File: config.mk
export PLATFORM = sky130hd
export DESIGN_NAME = laser_tx_scheduler
export DESIGN_NICKNAME = d
export VERILOG_FILES = /design/src/rtl/laser_tx_scheduler.sv
export SDC_FILE = /design/constraint.sdc
export NUM_CORES = 1
export LEC_CHECK = 0
export CORE_ASPECT_RATIO = 0.5
export CORE_MARGIN = 4
export CORE_UTILIZATION = 25
export DETAILED_ROUTE_END_ITERATION = 10
export DONT_BUFFER_PORTS = 1
export GPL_ROUTABILITY_DRIVEN = 0
export GPL_TIMING_DRIVEN = 0
export SYNTH_ARGS = -nofsm -noshare
export SYNTH_HDL_FRONTEND = slang
export SYNTH_SLANG_ARGS = --single-unit
File: constraint.sdc
create_clock -name clock_base -period 3.25 [get_ports clock_base]
set_input_delay 0 -clock clock_base [delete_from_list [all_inputs] [get_ports clock_base]]
set_output_delay 0 -clock clock_base [all_outputs]
set_load 0.1 [all_outputs]
File: src/rtl/laser_tx_scheduler.sv
// Two-source byte scheduler for a laser transmitter: control bytes have priority over payload,
// with a transfer watchdog. Define LASER_TX_STARVE_GUARD_EN to bound payload starvation.
module laser_tx_scheduler #(
  parameter int TIMEOUT_CYCLES = 64,
  parameter int STARVE_LIMIT   = 4
) (
  input  logic       clock_base,
  input  logic       reset,
  input  logic       ctrl_valid,
  input  logic [7:0] ctrl_byte,
  output logic       ctrl_ready,
  input  logic       pay_valid,
  input  logic [7:0] pay_byte,
  output logic       pay_ready,
  input  logic       link_enable,
  output logic [7:0] tx_byte,
  output logic       tx_load,
  output logic       tx_en,
  input  logic       tx_done,
  output logic       busy,
  output logic       grant_ctrl,
  output logic       timeout_err,
  output logic [7:0] timeout_count
);

  localparam logic [2:0] IDLE      = 3'd0;
  localparam logic [2:0] ISSUE     = 3'd1;
  localparam logic [2:0] WAIT_DONE = 3'd2;
  localparam logic [2:0] ABORT     = 3'd3;
  localparam logic [2:0] GAP       = 3'd4;

  localparam int CW = $clog2(TIMEOUT_CYCLES) + 1;

  logic [2:0]    state, state_nxt;
  logic [CW-1:0] wait_cnt;
  logic          idle, force_pay, ctrl_fire, pay_fire, timeout_hit;

  assign idle = (state == IDLE);

`ifdef LASER_TX_STARVE_GUARD_EN
  localparam int SW = $clog2(STARVE_LIMIT + 1);
  logic [SW-1:0] starve_cnt;

  // Counts back-to-back ctrl wins while payload waits; reaching the limit hands one slot to payload.
  always_ff @(posedge clock_base or posedge reset) begin
    if (reset)
      starve_cnt <= '0;
    else if (ctrl_fire && pay_valid)
      starve_cnt <= starve_cnt + 1'b1;
    else if (ctrl_fire || pay_fire)
      starve_cnt <= '0;
  end

  assign force_pay = (starve_cnt == SW'(STARVE_LIMIT));
`else
  assign force_pay = 1'b0;
`endif

  assign ctrl_ready = idle & link_enable & ~force_pay;
  assign pay_ready  = idle & link_enable & (~ctrl_valid | force_pay);
  assign ctrl_fire  = ctrl_valid & ctrl_ready;
  assign pay_fire   = pay_valid & pay_ready;

  // tx_done outranks both a link drop and the watchdog on the same cycle.
  assign timeout_hit = (state == WAIT_DONE) & ~tx_done & link_enable &
                       (wait_cnt == CW'(TIMEOUT_CYCLES - 1));

  always_comb begin
    state_nxt = state;
    case (state)
      IDLE:      if (ctrl_fire || pay_fire) state_nxt = ISSUE;
      ISSUE:     state_nxt = link_enable ? WAIT_DONE : ABORT;
      WAIT_DONE: begin
        if (tx_done)          state_nxt = GAP;
        else if (!link_enable) state_nxt = ABORT;
        else if (timeout_hit) state_nxt = ABORT;
      end
      ABORT:     state_nxt = IDLE;
      GAP:       state_nxt = IDLE;
      default:   state_nxt = IDLE;
    endcase
  end

  always_ff @(posedge clock_base or posedge reset) begin
    if (reset) begin
      state         <= IDLE;
      wait_cnt      <= '0;
      tx_byte       <= 8'h00;
      grant_ctrl    <= 1'b0;
      timeout_err   <= 1'b0;
      timeout_count <= 8'h00;
    end else begin
      state       <= state_nxt;
      timeout_err <= timeout_hit;
      wait_cnt    <= (state == WAIT_DONE) ? wait_cnt + 1'b1 : '0;
      if (ctrl_fire) begin
        tx_byte    <= ctrl_byte;
        grant_ctrl <= 1'b1;
      end else if (pay_fire) begin
        tx_byte    <= pay_byte;
        grant_ctrl <= 1'b0;
      end
      if (timeout_hit && timeout_count != 8'hFF)
        timeout_count <= timeout_count + 8'd1;
    end
  end

  assign tx_load = (state == ISSUE);
  assign tx_en   = (state == ISSUE) | (state == WAIT_DONE) | (state == GAP);
  assign busy    = ~idle;

endmodule

# Yosys cells after proc, flatten, opt, wreduce, memory -nomap -nowiden
# Cells that the tools add are included.
# W data, S select, Z words.
[op_classes]
addsub = 2
n_eq_ne = 7
mux = 11
bitwise = 12
reduce_logical = 5
[ops]
columns = ["operator", "n"]
rows = [
  ["$mux W8", 2],
  ["$mux W3", 4],
  ["$pmux W3 S3", 1],
  ["$add A8 B1 Y8 const B", 1],
  ["$ne A8 B8 Y1 const B", 1],
  ["$add A7 B1 Y7 const B", 1],
  ["$and A1 B1 Y1", 7],
  ["$eq A7 B6 Y1 const B", 1],
  ["$mux W7", 1],
  ["$ne A4 B4 Y1 const B", 1],
  ["$eq A3 B1 Y1 const B", 1],
  ["$eq A3 B2 Y1 const B", 1],
  ["$eq A3 B3 Y1 const B", 1],
  ["$logic_not A3 Y1", 1],
  ["$mux W1", 3],
  ["$not A1 Y1", 3],
  ["$ne A2 B1 Y1 const B", 1],
  ["$or A1 B1 Y1", 2],
  ["$reduce_and A2 Y1", 1],
  ["$reduce_bool A2 Y1", 1],
  ["$logic_and A1 B1 Y1", 1],
  ["$logic_or A1 B1 Y1", 1],
]
[totals]
ff_bits = 28
input_bits = 22
output_inout_bits = 23

# Depth between registers and ports, before layout
[depth]
depth_word = 8
depth_mapped = 7
ltp_nobuf = 6

# Least setup slack after synthesis
# OpenSTA, ideal clock, no wires.
[synth_timing]
path_type = "register -> register"
start = "register state[1]"
end = "register state[1]"
setup_time_ps = 83
t_arrival_ps = 3031
required_time_ps = 3167
slack_ps = 135
path_stages_with_launch = 4
path_buffers = 1
synth_period_minus_slack_ps = 3115
path_cell_list = "dfrtp_1 buf_4 nor3b_1 o21bai_1"
[synth_via]
elab_cells_between_ends = 15
[synth_lines]
columns = ["item", "line", "rtl"]
rows = [
  ["start, declared", "34", "logic [2:0] state, state_nxt;"],
  ["start signal, assigned", "93", "state <= state_nxt;"],
  ["$eq A3 B1 Y1", "--", ""],
  ["net tx_load", "17", "output logic tx_load,"],
  ["$pmux W3 S3", "70", "case (state)"],
]
# The timed path passes the listed nets, and every way through them passes these cells.
# A chain may end at the register's enable or synchronous reset.

# Worst setup path in the final report
[layout_timing]
start = "register state[1]"
end = "register tx_byte[6]"
[layout_via]
elab_chain_len = 5
elab_cells_between_ends = 7
[layout_lines]
columns = ["item", "line", "rtl"]
rows = [
  ["$logic_not A3 Y1 (*)", "38", "assign idle = (state == IDLE);"],
  ["$and A1 B1 Y1 (*)", "59", "assign ctrl_ready = idle & link_enable & ~force_pay;"],
  ["net ctrl_ready", "11", "output logic ctrl_ready,"],
  ["$and A1 B1 Y1", "60", "assign pay_ready = idle & link_enable & (~ctrl_valid | force_pay);"],
  ["$and A1 B1 Y1", "62", "assign pay_fire = pay_valid & pay_ready;"],
  ["$reduce_bool A2 Y1 (no source line)", "--", ""],
  ["end signal, assigned", "97", "tx_byte <= ctrl_byte;"],
  ["end signal, assigned", "100", "tx_byte <= pay_byte;"],
  ["end, declared", "16", "output logic [7:0] tx_byte,"],
]
# Mark *: on every way through the listed nets, which the timed path passes. The rest lies on a longest branch.

==> run_results.csv <==
group,metric,value,unit
floorplan,fp-row-count,18,
floorplan,core-area,0.00507,mm^2
clock_network,cts_resized,0,
route,via_count,1039,
setup_path,setup.worst_path.class,"flip-flop to flip-flop",
yosys,ys_ff_latch,28,
worst_hold_path,min_from,"link_enable",
setup_path,endpoint_kind,"flip-flop",
clock_network,cts_tree,"built",
yosys,ys.flop_type,"dfrtp_1",
route,firstDrtPassIters,4,
job,drv_cap,0,
route,finalWirelength,3010,um
timing,max_slew_margin,27.6,%
worst_hold_path,hold_end,"state[0]",
setup_path,timing.rr.end,"tx_byte[6]",
route,via_per_inst,4.60,
global_routing,grt_pass1_vias,992,
global_routing,grt_first_pass_wirelength,4860,um
timing,period_needed,2.87,ns
timing,rsz0062_at_grt,"false",
clock_network,cts_hold_buf,12,
final_layout,num_antenna_cells,0,
timing,tns,0,ns
worst_hold_path,hold_path.class,"input port to flip-flop",
timing,drv_slew,0,
final_layout,num-fill-cells,518,
final_layout,area_growth,21.5,%
timing,hold_violations,0,
placed_design,hpwl,2260,um
yosys,yosysTopAreaCell,"dfrtp_1",
setup_path,cp.required,3.41,ns
timing,setup_violations,0,
route,wl_per_cell,13.3,um
global_routing,antenna_found_initial,0,
final_layout,final_cells,226,
timing,tightestPinTransition,1.09,ns
yosys,ys_seq_area_share,52.1,%
worst_hold_path,whs_path_depth,3,
route,drc_errors,0,
placed_design,portBuffers,0,
yosys,ys_async_sr_fraction,100,%
final_layout,drive_above_1_share,9.62,%
setup_path,r2r_slack,0.38,ns
setup_path,rr_worst_depth,8,
clock_network,clk_latency,0.27,ns
clock_network,clk_path_buf_depth,2,
yosys,ys_types,31,
power,peakVddDrop,592,uV
yosys,post-synth-top-count-cell,"dfrtp_1",
timing,final.setup_skew,0.00136,ns
clock_network,cts.sinks,28,
yosys,synthTopCellsByArea,"dfrtp_1 52%, a31oi_1 4.2%, nand2_1 4.2%",
floorplan,die_x,112,um
timing,holdWs,0.0129,ns
global_routing,grt_remaining_overflow,0,
clock_network,h-tree-depth,1,
setup_path,crit_arrival,3.03,ns
timing,fmax,349,MHz
yosys,yosysTopAreaCellShare,52.1,%
final_layout,fin_nets,181,
yosys,synthCells,139,
power,leakage,0.000724,uW
placed_design,dpl.cell_count,210,
floorplan,ios,45,
yosys,synth-edff-count,0,
floorplan,die_y,59.9,um
global_routing,track_usage,8.87,%
clock_network,root_buffer,"clkbuf_8",
yosys,synth_common_cells,"28 x dfrtp_1, 15 x nand2_1, 11 x o21ai_0",
timing,period_share,88.2,%
run_status,outcome,"completed",
setup_path,start_kind,"flip-flop",
setup_path,path_max_fanout,9,
floorplan,die_area,0.00669,mm^2
setup_path,r2r_start,"state[1]",
floorplan,start_util,26.5,%
power,power,1610,uW
yosys,yosysWarnings,0,
clock_network,numCtsBuffers,3,
yosys,syn_nets,163,
clock_network,cts_setup_buffers,0,
yosys,syn_area_per_cell,9.68,um^2
power,p_per_area,988,mW/mm^2
global_routing,grt_max_degree,29,
route,ant_nets,0,
route,dr.first_iter.drc_count,53,
yosys,syn-cell-area,0.00135,mm^2
clock_network,path_clk_slew,0.09,ns
[how the worst max path moves through the flow]
stage | slack, ns | endpoint | cells after the start | startpoint
2_1_floorplan | 0.14 | state[1] | 3 | state[1]
3_3_place_gp | 0.05 | state[1] | 3 | state[1]
3_5_place_dp | 0.58 | timeout_count[1] | 5 | timeout_count[0]
4_1_cts | 0.37 | tx_byte[6] | 8 | state[1]
5_1_grt | 0.18 | tx_byte[6] | 8 | state[1]
6_report | 0.38 | tx_byte[6] | 8 | state[1]
[cells in the final DEF (no fill, tap or decap), types with 5 or more instances in the layout]
master,count
nor2_1,9
a31oi_1,9
dlygate4sd3_1,12
and2_1,7
nand2_1,15
a21oi_1,8
xor2_1,5
dfrtp_1,28
o21ai_0,10
inv_1,9
[power breakdown]
group | switching [uW] | internal [uW] | leakage, uW
Combinational | 388 | 130 | 0.000329
Clock | 104 | 108 | 0.0000288
Sequential | 470 | 414 | 0.000366
Total | 962 | 652 | 0.000724
[worst max-delay path, stage by stage, from the launching register on]
cell,delay [ns]
dfrtp_1,0.37
buf_4,0.16
nor3_1,0.23
nand2_1,0.26
inv_1,0.75
nand2_1,0.16
o22ai_1,0.18
a21oi_1,0.10
dlygate4sd3_1,0.56
[cells by family after synthesis]
group	count (synthesis)	share of synthesized area, %
buffers and inverters	13	4.47
XOR/XNOR	9	5.86
AO/OA/AOI/OAI	33	13.8
flip-flops	28	52.1
adder cells (fa/ha/maj)	2	1.86
AND/OR/NAND/NOR	53	21.1
multiplexers	1	0.837
[layer usage]
layer / vias up / global-route usage, % / wire [um]
met5: - / 0 / 0
met4: 0 / 2.25 / 41
met3: 4 / 2.93 / 155
met2: 22 / 13.9 / 1430
met1: 498 / 12.0 / 1380
li1: 515 / - / -
[sequential cells by signal (all words and copies together), names as in the netlist]
name	flops
grant_ctrl	1
state	3
timeout_count	8
timeout_err	1
tx_byte	8
wait_cnt	7
[stage by stage]
step	setup WS (ns)	cell area, um^2	util (%)
2_1_floorplan	0.135	1350	-
3_3_place_gp	0.0543	1430	28.3
3_5_place_dp	0.584	1460	28.8
4_1_cts	0.365	1630	32.2
5_1_grt	0.180	1630	32.2
6_report	0.383	1630	32.2
[cell type report]
| type | instances | area [um^2] | share of cell area [%] |
|---|---|---|---|
| buffer | 4 | 26.3 | 1.61 |
| sequential | 28 | 701 | 42.9 |
| timing repair buffer | 13 | 135 | 8.27 |
| inverter | 9 | 33.8 | 2.07 |
| clock buffer | 4 | 55.1 | 3.37 |
| tap | 70 | 87.6 | 5.36 |
| multi-input combinational | 98 | 596 | 36.4 |
No activity file was read; power rests on OpenSTA's default activity.
